==> src/rtl/riscv_pkg.sv <==
// Shared encodings for the multicycle RV32I control path: opcodes, FSM states,
// mux selects, ALU operations and immediate formats.
package riscv_pkg;

    localparam logic [6:0] OP_LW  = 7'b0000011;
    localparam logic [6:0] OP_SW  = 7'b0100011;
    localparam logic [6:0] OP_R   = 7'b0110011;
    localparam logic [6:0] OP_I   = 7'b0010011;
    localparam logic [6:0] OP_BEQ = 7'b1100011;
    localparam logic [6:0] OP_JAL = 7'b1101111;

    typedef enum logic [3:0] {
        S_FETCH    = 4'd0,
        S_DECODE   = 4'd1,
        S_MEMADR   = 4'd2,
        S_MEMREAD  = 4'd3,
        S_MEMWB    = 4'd4,
        S_MEMWRITE = 4'd5,
        S_EXECUTER = 4'd6,
        S_EXECUTEI = 4'd7,
        S_ALUWB    = 4'd8,
        S_BEQ      = 4'd9,
        S_JAL      = 4'd10
    } state_t;

    localparam logic [2:0] ALU_ADD = 3'b000;
    localparam logic [2:0] ALU_SUB = 3'b001;
    localparam logic [2:0] ALU_AND = 3'b010;
    localparam logic [2:0] ALU_OR  = 3'b011;
    localparam logic [2:0] ALU_SLT = 3'b101;

    localparam logic [1:0] ALU_OP_ADD   = 2'b00;
    localparam logic [1:0] ALU_OP_SUB   = 2'b01;
    localparam logic [1:0] ALU_OP_FUNCT = 2'b10;

    localparam logic [2:0] SE_I    = 3'b000;
    localparam logic [2:0] SE_S    = 3'b001;
    localparam logic [2:0] SE_B    = 3'b011;
    localparam logic [2:0] SE_J    = 3'b100;
    localparam logic [2:0] SE_NONE = 3'b111;

    localparam logic [1:0] RES_ALUOUT = 2'b00;
    localparam logic [1:0] RES_DATA   = 2'b01;
    localparam logic [1:0] RES_ALU    = 2'b10;

    localparam logic [1:0] SRCA_PC    = 2'b00;
    localparam logic [1:0] SRCA_OLDPC = 2'b01;
    localparam logic [1:0] SRCA_RS1   = 2'b10;

    localparam logic [1:0] SRCB_RS2  = 2'b00;
    localparam logic [1:0] SRCB_IMM  = 2'b01;
    localparam logic [1:0] SRCB_FOUR = 2'b10;

    typedef struct packed {
        logic       pc_update;
        logic       branch;
        logic       adr_src;
        logic       mem_write;
        logic       ir_write;
        logic       reg_write;
        logic [1:0] result_src;
        logic [1:0] alu_src_a;
        logic [1:0] alu_src_b;
        logic [1:0] alu_op;
    } ctrl_t;

    // Moore control word for each state; unlisted fields stay zero.
    function automatic ctrl_t state_ctrl(input state_t s);
        ctrl_t c;
        c = '0;
        case (s)
            S_FETCH: begin
                c.ir_write   = 1'b1;
                c.pc_update  = 1'b1;
                c.result_src = RES_ALU;
                c.alu_src_a  = SRCA_PC;
                c.alu_src_b  = SRCB_FOUR;
                c.alu_op     = ALU_OP_ADD;
            end
            S_DECODE: begin
                c.alu_src_a = SRCA_OLDPC;
                c.alu_src_b = SRCB_IMM;
            end
            S_MEMADR: begin
                c.alu_src_a = SRCA_RS1;
                c.alu_src_b = SRCB_IMM;
            end
            S_MEMREAD:  c.adr_src = 1'b1;
            S_MEMWB: begin
                c.result_src = RES_DATA;
                c.reg_write  = 1'b1;
            end
            S_MEMWRITE: begin
                c.adr_src   = 1'b1;
                c.mem_write = 1'b1;
            end
            S_EXECUTER: begin
                c.alu_src_a = SRCA_RS1;
                c.alu_src_b = SRCB_RS2;
                c.alu_op    = ALU_OP_FUNCT;
            end
            S_EXECUTEI: begin
                c.alu_src_a = SRCA_RS1;
                c.alu_src_b = SRCB_IMM;
                c.alu_op    = ALU_OP_FUNCT;
            end
            S_ALUWB:    c.reg_write = 1'b1;
            S_BEQ: begin
                c.alu_src_a = SRCA_RS1;
                c.alu_src_b = SRCB_RS2;
                c.alu_op    = ALU_OP_SUB;
                c.branch    = 1'b1;
            end
            S_JAL: begin
                c.alu_src_a = SRCA_OLDPC;
                c.alu_src_b = SRCB_FOUR;
                c.pc_update = 1'b1;
            end
            default: c = '0;
        endcase
        return c;
    endfunction

    function automatic logic [2:0] type_se_of(input logic [6:0] op);
        case (op)
            OP_I, OP_LW: return SE_I;
            OP_SW:       return SE_S;
            OP_BEQ:      return SE_B;
            OP_JAL:      return SE_J;
            default:     return SE_NONE;
        endcase
    endfunction

    function automatic logic op_legal(input logic [6:0] op);
        case (op)
            OP_LW, OP_SW, OP_R, OP_I, OP_BEQ, OP_JAL: return 1'b1;
            default:                                 return 1'b0;
        endcase
    endfunction

endpackage

==> src/rtl/multicycle_control_if.sv <==
// Control bundle between the multicycle control unit (master) and the datapath (slave).
// Every control is a level, valid for the whole cycle; there is no valid/ready handshake.
interface multicycle_control_if;

    logic [6:0]          op;
    logic [2:0]          funct3;
    logic                funct7b5;
    logic                zero;
    logic                pc_write;
    logic                adr_src;
    logic                mem_write;
    logic                ir_write;
    logic                reg_write;
    logic [1:0]          result_src;
    logic [1:0]          alu_src_a;
    logic [1:0]          alu_src_b;
    logic [2:0]          alu_control;
    logic [2:0]          type_SE;
    logic                illegal;
    riscv_pkg::state_t   state;

    modport master (
        input  op, funct3, funct7b5, zero,
        output pc_write, adr_src, mem_write, ir_write, reg_write,
        output result_src, alu_src_a, alu_src_b, alu_control, type_SE,
        output illegal, state
    );

    modport slave (
        output op, funct3, funct7b5, zero,
        input  pc_write, adr_src, mem_write, ir_write, reg_write,
        input  result_src, alu_src_a, alu_src_b, alu_control, type_SE,
        input  illegal, state
    );

endinterface

==> src/rtl/alu_decoder.sv <==
// Maps the coarse ALU operation plus funct fields onto the ALU control code.
module alu_decoder
    import riscv_pkg::*;
(
    input  logic [1:0] alu_op,
    input  logic [2:0] funct3,
    input  logic       funct7b5,
    input  logic       op_b5,
    output logic [2:0] alu_control
);

    always_comb begin
        alu_control = ALU_ADD;
        case (alu_op)
            ALU_OP_SUB: alu_control = ALU_SUB;
            ALU_OP_FUNCT: begin
                case (funct3)
                    // Only R-type (op[5]=1) can subtract; addi ignores instr[30].
                    3'b000:  alu_control = (op_b5 && funct7b5) ? ALU_SUB : ALU_ADD;
                    3'b010:  alu_control = ALU_SLT;
                    3'b110:  alu_control = ALU_OR;
                    3'b111:  alu_control = ALU_AND;
                    default: alu_control = ALU_ADD;
                endcase
            end
            default:    alu_control = ALU_ADD;
        endcase
    end

endmodule

==> src/rtl/multicycle_control.sv <==
// Multicycle RV32I control FSM: one state per clock, registered Moore control word,
// with the branch-taken term of pc_write as the only combinational dependency on zero.
module multicycle_control
    import riscv_pkg::*;
(
    input  logic                   clk,
    input  logic                   rst_n,
    multicycle_control_if.master   bus
);

    state_t state_d, state_q;
    ctrl_t  ctrl_d, ctrl_q;

    always_comb begin
        state_d = state_q;
        case (state_q)
            S_FETCH:  state_d = S_DECODE;
            S_DECODE: begin
                case (bus.op)
                    OP_LW, OP_SW: state_d = S_MEMADR;
                    OP_R:         state_d = S_EXECUTER;
                    OP_I:         state_d = S_EXECUTEI;
                    OP_BEQ:       state_d = S_BEQ;
                    OP_JAL:       state_d = S_JAL;
                    default:      state_d = S_FETCH;
                endcase
            end
            S_MEMADR:   state_d = (bus.op == OP_LW) ? S_MEMREAD : S_MEMWRITE;
            S_MEMREAD:  state_d = S_MEMWB;
            S_EXECUTER: state_d = S_ALUWB;
            S_EXECUTEI: state_d = S_ALUWB;
            S_JAL:      state_d = S_ALUWB;
            default:    state_d = S_FETCH;
        endcase
        // Registering the decode of the next state keeps ctrl_q aligned with state_q.
        ctrl_d = state_ctrl(state_d);
    end

    always_ff @(posedge clk or negedge rst_n) begin
        if (!rst_n) begin
            state_q <= S_FETCH;
            ctrl_q  <= state_ctrl(S_FETCH);
        end else begin
            state_q <= state_d;
            ctrl_q  <= ctrl_d;
        end
    end

    // Enables are gated by rst_n so that FETCH selects can be held during reset
    // while no load or write reaches the datapath.
    assign bus.pc_write   = rst_n & (ctrl_q.pc_update | (ctrl_q.branch & bus.zero));
    assign bus.ir_write   = rst_n & ctrl_q.ir_write;
    assign bus.mem_write  = rst_n & ctrl_q.mem_write;
    assign bus.reg_write  = rst_n & ctrl_q.reg_write;
    assign bus.adr_src    = ctrl_q.adr_src;
    assign bus.result_src = ctrl_q.result_src;
    assign bus.alu_src_a  = ctrl_q.alu_src_a;
    assign bus.alu_src_b  = ctrl_q.alu_src_b;
    assign bus.type_SE    = type_se_of(bus.op);
    assign bus.illegal    = rst_n & (state_q == S_DECODE) & ~op_legal(bus.op);
    assign bus.state      = state_q;

    alu_decoder u_alu_decoder (
        .alu_op      (ctrl_q.alu_op),
        .funct3      (bus.funct3),
        .funct7b5    (bus.funct7b5),
        .op_b5       (bus.op[5]),
        .alu_control (bus.alu_control)
    );

endmodule

==> src/flat_wrapper.sv <==
// flat-port wrapper written by rule: the top's interface ports become plain ports
module multicycle_control_flat import riscv_pkg::*;
  (clk, rst_n, bus_op, bus_funct3, bus_funct7b5, bus_zero, bus_pc_write, bus_adr_src, bus_mem_write, bus_ir_write, bus_reg_write, bus_result_src, bus_alu_src_a, bus_alu_src_b, bus_alu_control, bus_type_SE, bus_illegal, bus_state);
  multicycle_control_if bus_i ();
  input  logic clk;
  input  logic rst_n;
  input wire logic [$bits(bus_i.op)-1:0] bus_op;
  input wire logic [$bits(bus_i.funct3)-1:0] bus_funct3;
  input wire logic [$bits(bus_i.funct7b5)-1:0] bus_funct7b5;
  input wire logic [$bits(bus_i.zero)-1:0] bus_zero;
  output wire logic [$bits(bus_i.pc_write)-1:0] bus_pc_write;
  output wire logic [$bits(bus_i.adr_src)-1:0] bus_adr_src;
  output wire logic [$bits(bus_i.mem_write)-1:0] bus_mem_write;
  output wire logic [$bits(bus_i.ir_write)-1:0] bus_ir_write;
  output wire logic [$bits(bus_i.reg_write)-1:0] bus_reg_write;
  output wire logic [$bits(bus_i.result_src)-1:0] bus_result_src;
  output wire logic [$bits(bus_i.alu_src_a)-1:0] bus_alu_src_a;
  output wire logic [$bits(bus_i.alu_src_b)-1:0] bus_alu_src_b;
  output wire logic [$bits(bus_i.alu_control)-1:0] bus_alu_control;
  output wire logic [$bits(bus_i.type_SE)-1:0] bus_type_SE;
  output wire logic [$bits(bus_i.illegal)-1:0] bus_illegal;
  output wire logic [$bits(bus_i.state)-1:0] bus_state;
  assign bus_i.op = bus_op;
  assign bus_i.funct3 = bus_funct3;
  assign bus_i.funct7b5 = bus_funct7b5;
  assign bus_i.zero = bus_zero;
  assign bus_pc_write = bus_i.pc_write;
  assign bus_adr_src = bus_i.adr_src;
  assign bus_mem_write = bus_i.mem_write;
  assign bus_ir_write = bus_i.ir_write;
  assign bus_reg_write = bus_i.reg_write;
  assign bus_result_src = bus_i.result_src;
  assign bus_alu_src_a = bus_i.alu_src_a;
  assign bus_alu_src_b = bus_i.alu_src_b;
  assign bus_alu_control = bus_i.alu_control;
  assign bus_type_SE = bus_i.type_SE;
  assign bus_illegal = bus_i.illegal;
  assign bus_state = bus_i.state;
  multicycle_control u_core (.clk(clk), .rst_n(rst_n), .bus(bus_i));
endmodule
==> config.mk <==
export PLATFORM = sky130hd
export DESIGN_NAME = multicycle_control_flat
export DESIGN_NICKNAME = d
export VERILOG_FILES = /design/src/rtl/riscv_pkg.sv /design/src/rtl/multicycle_control_if.sv /design/src/rtl/alu_decoder.sv /design/src/rtl/multicycle_control.sv /design/src/flat_wrapper.sv
export SDC_FILE = /design/constraint.sdc
export NUM_CORES = 1
export LEC_CHECK = 0
export CAP_MARGIN = 20
export CELL_PAD_IN_SITES_DETAIL_PLACEMENT = 1
export CELL_PAD_IN_SITES_GLOBAL_PLACEMENT = 1
export CORE_MARGIN = 2
export CORE_UTILIZATION = 29
export DETAILED_ROUTE_END_ITERATION = 8
export PLACE_DENSITY_LB_ADDON = 0.1
export SLEW_MARGIN = 20
export SYNTH_ARGS = -nofsm -noshare
export SYNTH_HDL_FRONTEND = slang
export SYNTH_HIERARCHICAL = 1
export SYNTH_SLANG_ARGS = --single-unit
==> constraint.sdc <==
create_clock -name clk -period 1.6 [get_ports clk]
set_input_delay 0.24 -clock clk [delete_from_list [all_inputs] [get_ports clk]]
set_output_delay 0.24 -clock clk [all_outputs]
set_load 0.02 [all_outputs]
[Word-level counts from Yosys, hierarchy flattened]
Index checks and enable logic that the tools add are counted.
Word-level totals
  register bits: 18
  bits of input ports: 14
  output and inout port bits: 22
Cells by class
  equality and inequality tests: 27
  muxes and demuxes: 17
  bitwise gates (word level): 9
  reductions and logical operators: 14
Operators with widths (number)
  4-bit case mux with 5 select lines: 3
  4-bit by 3-bit equality test with 1-bit output (second input constant): 6
  3-bit case mux with 4 select lines: 2
  4-bit by 2-bit equality test with 1-bit output (second input constant): 4
  4-bit equality test (second input constant): 4
  2-bit OR reduction: 8
  7-bit by 6-bit equality test with 1-bit output (second input constant): 2
  7-bit equality test (second input constant): 2
  4-bit by 1-bit equality test with 1-bit output (second input constant): 2
  4-bit logical NOT: 2
  1-bit two-way mux: 8
  2-bit case mux with 2 select lines: 2
  1-bit bitwise AND: 7
  7-bit by 2-bit equality test with 1-bit output (second input constant): 1
  7-bit by 5-bit equality test with 1-bit output (second input constant): 1
  3-bit equality test (second input constant): 2
  3-bit case mux with 2 select lines: 1
  6-bit OR reduction: 1
  3-bit by 2-bit equality test with 1-bit output (second input constant): 1
  3-bit logical NOT: 1
  3-bit two-way mux: 1
  3-bit OR reduction: 1
  2-bit by 1-bit equality test with 1-bit output (second input constant): 1
  2-bit equality test (second input constant): 1
  3 further kinds: 3

[Logic depth before layout (Yosys ltp)]
  word-level depth: 7
  depth in mapped cells: 7

[Cells and area by module]
The synthesis kept the hierarchy.
Modules (own cells, without submodules)
  multicycle_control: times used 1, cells each 90, area an instance 908.4 um^2, sequential area each 404.1 um^2
  alu_decoder: times used 1, cells each 11, area an instance 96.3 um^2, sequential area each 0.0 um^2

[Least setup slack after synthesis]
OpenSTA, ideal clock, no wires.
  path kind: register to register
  from: register u_core.state_q[1], in the netlist u_core/bus.state[1]
  to: register u_core.ctrl_q, in the netlist u_core/bus.alu_src_b[0]
  library setup time: 0.082 ns
  arrival time: 1.853 ns
  required time: 1.518 ns
  slack: -0.335 ns
  cell stages (with the launch flop): 7
  buffers on the path: 1
  period minus slack after synthesis: 1.935 ns
  cells stage by stage: dfrtp_1 -> buf_6 -> nor4b_4 -> nand3_2 -> a21o_1 -> or3_1 -> a31oi_1
RTL lines
  start, declared: RTL line multicycle_control.sv:11  | state_t state_d, state_q;
  start signal, assigned: RTL line multicycle_control.sv:44  | state_q <= state_d;
  end signal, assigned: RTL line multicycle_control.sv:42  | ctrl_q <= state_ctrl(S_FETCH);
  end signal, assigned: RTL line multicycle_control.sv:45  | ctrl_q <= ctrl_d;
  end, declared: RTL line multicycle_control.sv:12  | ctrl_t ctrl_d, ctrl_q;

==> impl_metrics.csv <==
group,metric,value,unit
run_status,status,"finished with violations",
run_status,violations,"setup timing",
pwr,powerDensity,945,nW/um^2
synth,ys_ff_latch,16,
synth,syn_inst,101,
critical_path,max_stage_delay,430,ps
pwr,swShare,35.5,%
timing,skew,5.96,ps
clocking,clk_latency,280,ps
timing,min_period,1690,ps
clocking,clk_pin_slew,100,ps
critical_path,worst_setup_path_start_kind,"register",
grt,overflow,0,
pwr,power.leakage,0.820,nW
timing,worst_pin_slew,290,ps
synth,synth-seq-area-share,40.2,%
grt,grt_first_pass_wirelength,5.02,mm
timing,hold_viol,0,
floorplanning,num_rows,21,
timing,fin_crit_sh,106,%
detailed_routing,routedWlPerCell,14.1,um
floorplanning,die_h,62.9,um
clocking,cts.sinks,16,
synth,syn-cell-area,1000,um^2
critical_path,end_kind,"register",
pwr,p_int,1.04,mW
clocking,cts_tree,"yes",
cells_and_area,layout_common_cells,"buf_4, clkdlybuf4s50_1, dfrtp_1",
cells_and_area,fillCellCount,413,
clocking,clock_path_buffers,2,
grt,first_global_vias,1108,
pwr,comb_power_share,49.9,%
floorplanning,coreArea,3340,um^2
detailed_routing,num_vias,998,
grt,grt_usage,15.9,%
synth,synthesis.nets,117,
floorplanning,dieArea,3950,um^2
place,io_buffers,35,
critical_path,path_cells,"nor4b_4, buf_4, nand3_2, a21o_1, or3_1, a31oi_1",
critical_path,crit_slowest_cell,"dfrtp_2",
floorplanning,die_w,62.9,um
synth,syn_area_per_cell,9.95,um^2
timing,rsz0062_at_grt,"true",
grt,grt_max_degree,11,
floorplanning,ios,36,
critical_path,cp_max_fo,2,
job,maxCapViolCount,0,
critical_path,arrival,1900,ps
detailed_routing,drc,0,
detailed_routing,vias_per_cell,4.69,
critical_path,worstSetupPathType,"register to register",
clocking,cts_made_buffers,3,
detailed_routing,dr.first_iter.drc_count,12,
cells_and_area,instances_no_fill,213,
pwr,p_switching,0.573,mW
pwr,peakVddDrop,0.579,mV
place,gp_routability_congestion,0.790,
timing,finalSetupViolations,6,
place,dpl.cell_count,203,
floorplanning,initial_core_util,30.1,%
pwr,power,1.62,mW
cells_and_area,drive_above_1_share,53.3,%
cells_and_area,area_growth,70.2,%
min_path,min_path_type,"primary input to async pin",
clocking,h-tree-depth,1,
pwr,pwr-share-seq,33.7,%
timing,holdWs,36.2,ps
cells_and_area,antenna-diode-count,0,
detailed_routing,detail-route-antenna-nets,0,
timing,timing.final.ws_setup,-94.6,ps
cells_and_area,num-nets-final,184,
timing,drv_slew,0,
pwr,clock_power_share,16.4,%
timing,max_freq,0.590,GHz
detailed_routing,dr.pass1.iters,2,
synth,synth.distinct_cells,40,
clocking,cts_root_buf,"clkbuf_4",
synth,yosys_warnings,6,
cells_and_area,final_common_cell,"buf_4",
critical_path,cp.required,1810,ps
detailed_routing,wl,2.99,mm
grt,antenna_found_initial,0,
timing,maxSlewHeadroom,80.6,%
place,dp.final_hpwl,2.35,mm
-- cell families (layout without fill, tap and decap cells) --
kind of cell             after synthesis  in the layout  synth area share [%]
buffers and inverters                 17             83                  10.1
multiplexers                           1              1                  1.12
AND/OR/NAND/NOR                       44             44                  31.1
AO/OA/AOI/OAI                         21             21                  14.9
flip-flops                            16             16                  40.2
adder cells (fa/ha/maj)                2              2                  2.49
-- per-stage QoR --
stage / worst slack, ps / TNS (ps) / cell area, um^2 / utilization (%)
final: -94.6 / -253 / 1710 / 51.3
after global routing: -191 / -901 / 1710 / 51.3
after CTS: -89.8 / -272 / 1670 / 50.1
after detailed placement: -631 / -8690 / 1580 / 47.2
after global placement: -596 / -8200 / 1580 / 47.2
after floorplan: -156 / -156 / 1010 / -
-- critical path: cells and delay by family, from the launching register on --
| kind | cells | cell delay, ps |
|---|---|---|
| simple gates | 3 | 670 |
| flops | 1 | 430 |
| buf+inv | 1 | 170 |
| compound gates | 2 | 340 |
-- cell usage after synthesis --
| cell | n | share of area, % |
|---|---|---|
| a21oi_1 | 7 | 3.5 |
| a31oi_1 | 2 | 1.2 |
| a32oi_1 | 1 | 0.87 |
| inv_2 | 1 | 0.37 |
| or3_1 | 2 | 1.2 |
| nand3_1 | 5 | 2.5 |
| o41a_1 | 1 | 1.1 |
| nand4bb_4 | 1 | 2.7 |
| a221oi_2 | 1 | 1.5 |
| nor4_1 | 1 | 0.62 |
| inv_1 | 7 | 2.6 |
| a21o_1 | 1 | 0.75 |
| nand3b_1 | 2 | 1.5 |
| and3b_1 | 1 | 0.87 |
| a221o_2 | 1 | 1.1 |
| dfstp_2 | 3 | 7.8 |
| mux2_2 | 1 | 1.1 |
| buf_6 | 1 | 1.1 |
| o21ai_0 | 4 | 2.0 |
| nand4_1 | 1 | 0.62 |
| nor4b_1 | 2 | 1.7 |
| nor2_1 | 7 | 2.6 |
| ha_1 | 2 | 2.5 |
| and4_2 | 1 | 1.0 |
| and4bb_2 | 1 | 1.2 |
| nor4b_4 | 1 | 2.4 |
| nand3_2 | 1 | 1.0 |
| dfrtp_1 | 13 | 32 |
| nand2_1 | 5 | 1.9 |
| and3_1 | 2 | 1.2 |
| o21ai_1 | 1 | 0.50 |
| nand2b_1 | 2 | 1.2 |
| nand2b_4 | 1 | 1.4 |
| o31a_1 | 1 | 0.87 |
| and4b_2 | 1 | 1.1 |
| buf_4 | 8 | 6.0 |
| and2_1 | 4 | 2.5 |
| nor3_1 | 1 | 0.50 |
| o221ai_2 | 1 | 1.5 |
| nor2b_1 | 2 | 1.2 |
-- per-layer routing --
| layer | GRT usage (%) | vias up | routed length (um) |
|---|---|---|---|
| met2 | 29.1 | 18 | 1590 |
| met4 | 6.67 | 0 | 27 |
| met3 | 2.16 | 2 | 84 |
| li1 | - | 494 | - |
| met5 | 0 | - | 0 |
| met1 | 18.4 | 484 | 1290 |
-- repair_timing --
action / in CTS / in global routing
resized for setup: 68 / 25
hold buffers: 0 / 1
gates cloned: 0 / 0
buffers inserted: 4 / 1
setup endpoints to repair: 24 / 14
hold endpoints to repair: 0 / 2
pin swaps: 6 / 10
-- state kept, by name (all words and copies together) (netlist names) --
register and cells:
u_core/bus.alu_src_a 2, u_core/bus.result_src 1, u_core/ctrl_q 6, u_core/bus.state 4, u_core/bus.alu_src_b 2, u_core/bus.adr_src 1
-- worst paths after layout --
check | start | end | slack, ps | cells past startpoint
setup reg to reg | u_core/bus.state[1] | u_core/bus.alu_src_b[0] | -90 | 6
min in group clk | bus_op[5] | u_core/bus.alu_src_b[0] | 440 | 4
hold reg to reg | u_core/bus.state[0] | u_core/bus.result_src[0] | 700 | 2
setup / recovery | u_core/bus.state[1] | u_core/bus.alu_src_b[0] | -90 | 6
max in group asynchronous | rst_n | u_core/ctrl_q[10] | 970 | 3
hold / removal | rst_n | u_core/ctrl_q[8] | 40 | 3
-- layout make-up --
| class | count | area [um^2] | area share (%) |
|---|---|---|---|
| clock buffer | 4 | 36.3 | 2.12 |
| inverter | 8 | 30.0 | 1.76 |
| sequential | 16 | 408 | 23.8 |
| tap | 46 | 57.6 | 3.37 |
| timing repair buffer | 71 | 569 | 33.3 |
| multi-input combinational | 68 | 609 | 35.6 |
-- power groups by stage --
stage	Sequential (mW)	Combinational [mW]	Clock, mW
finish	0.545	0.807	0.265
global route	0.556	0.879	0.291
CTS	0.550	0.785	0.276
detailed placement	0.560	0.788	0
global placement	0.550	0.772	0
floorplan	0.585	0.398	0
Note: power is estimated with default switching activity, not from simulation.
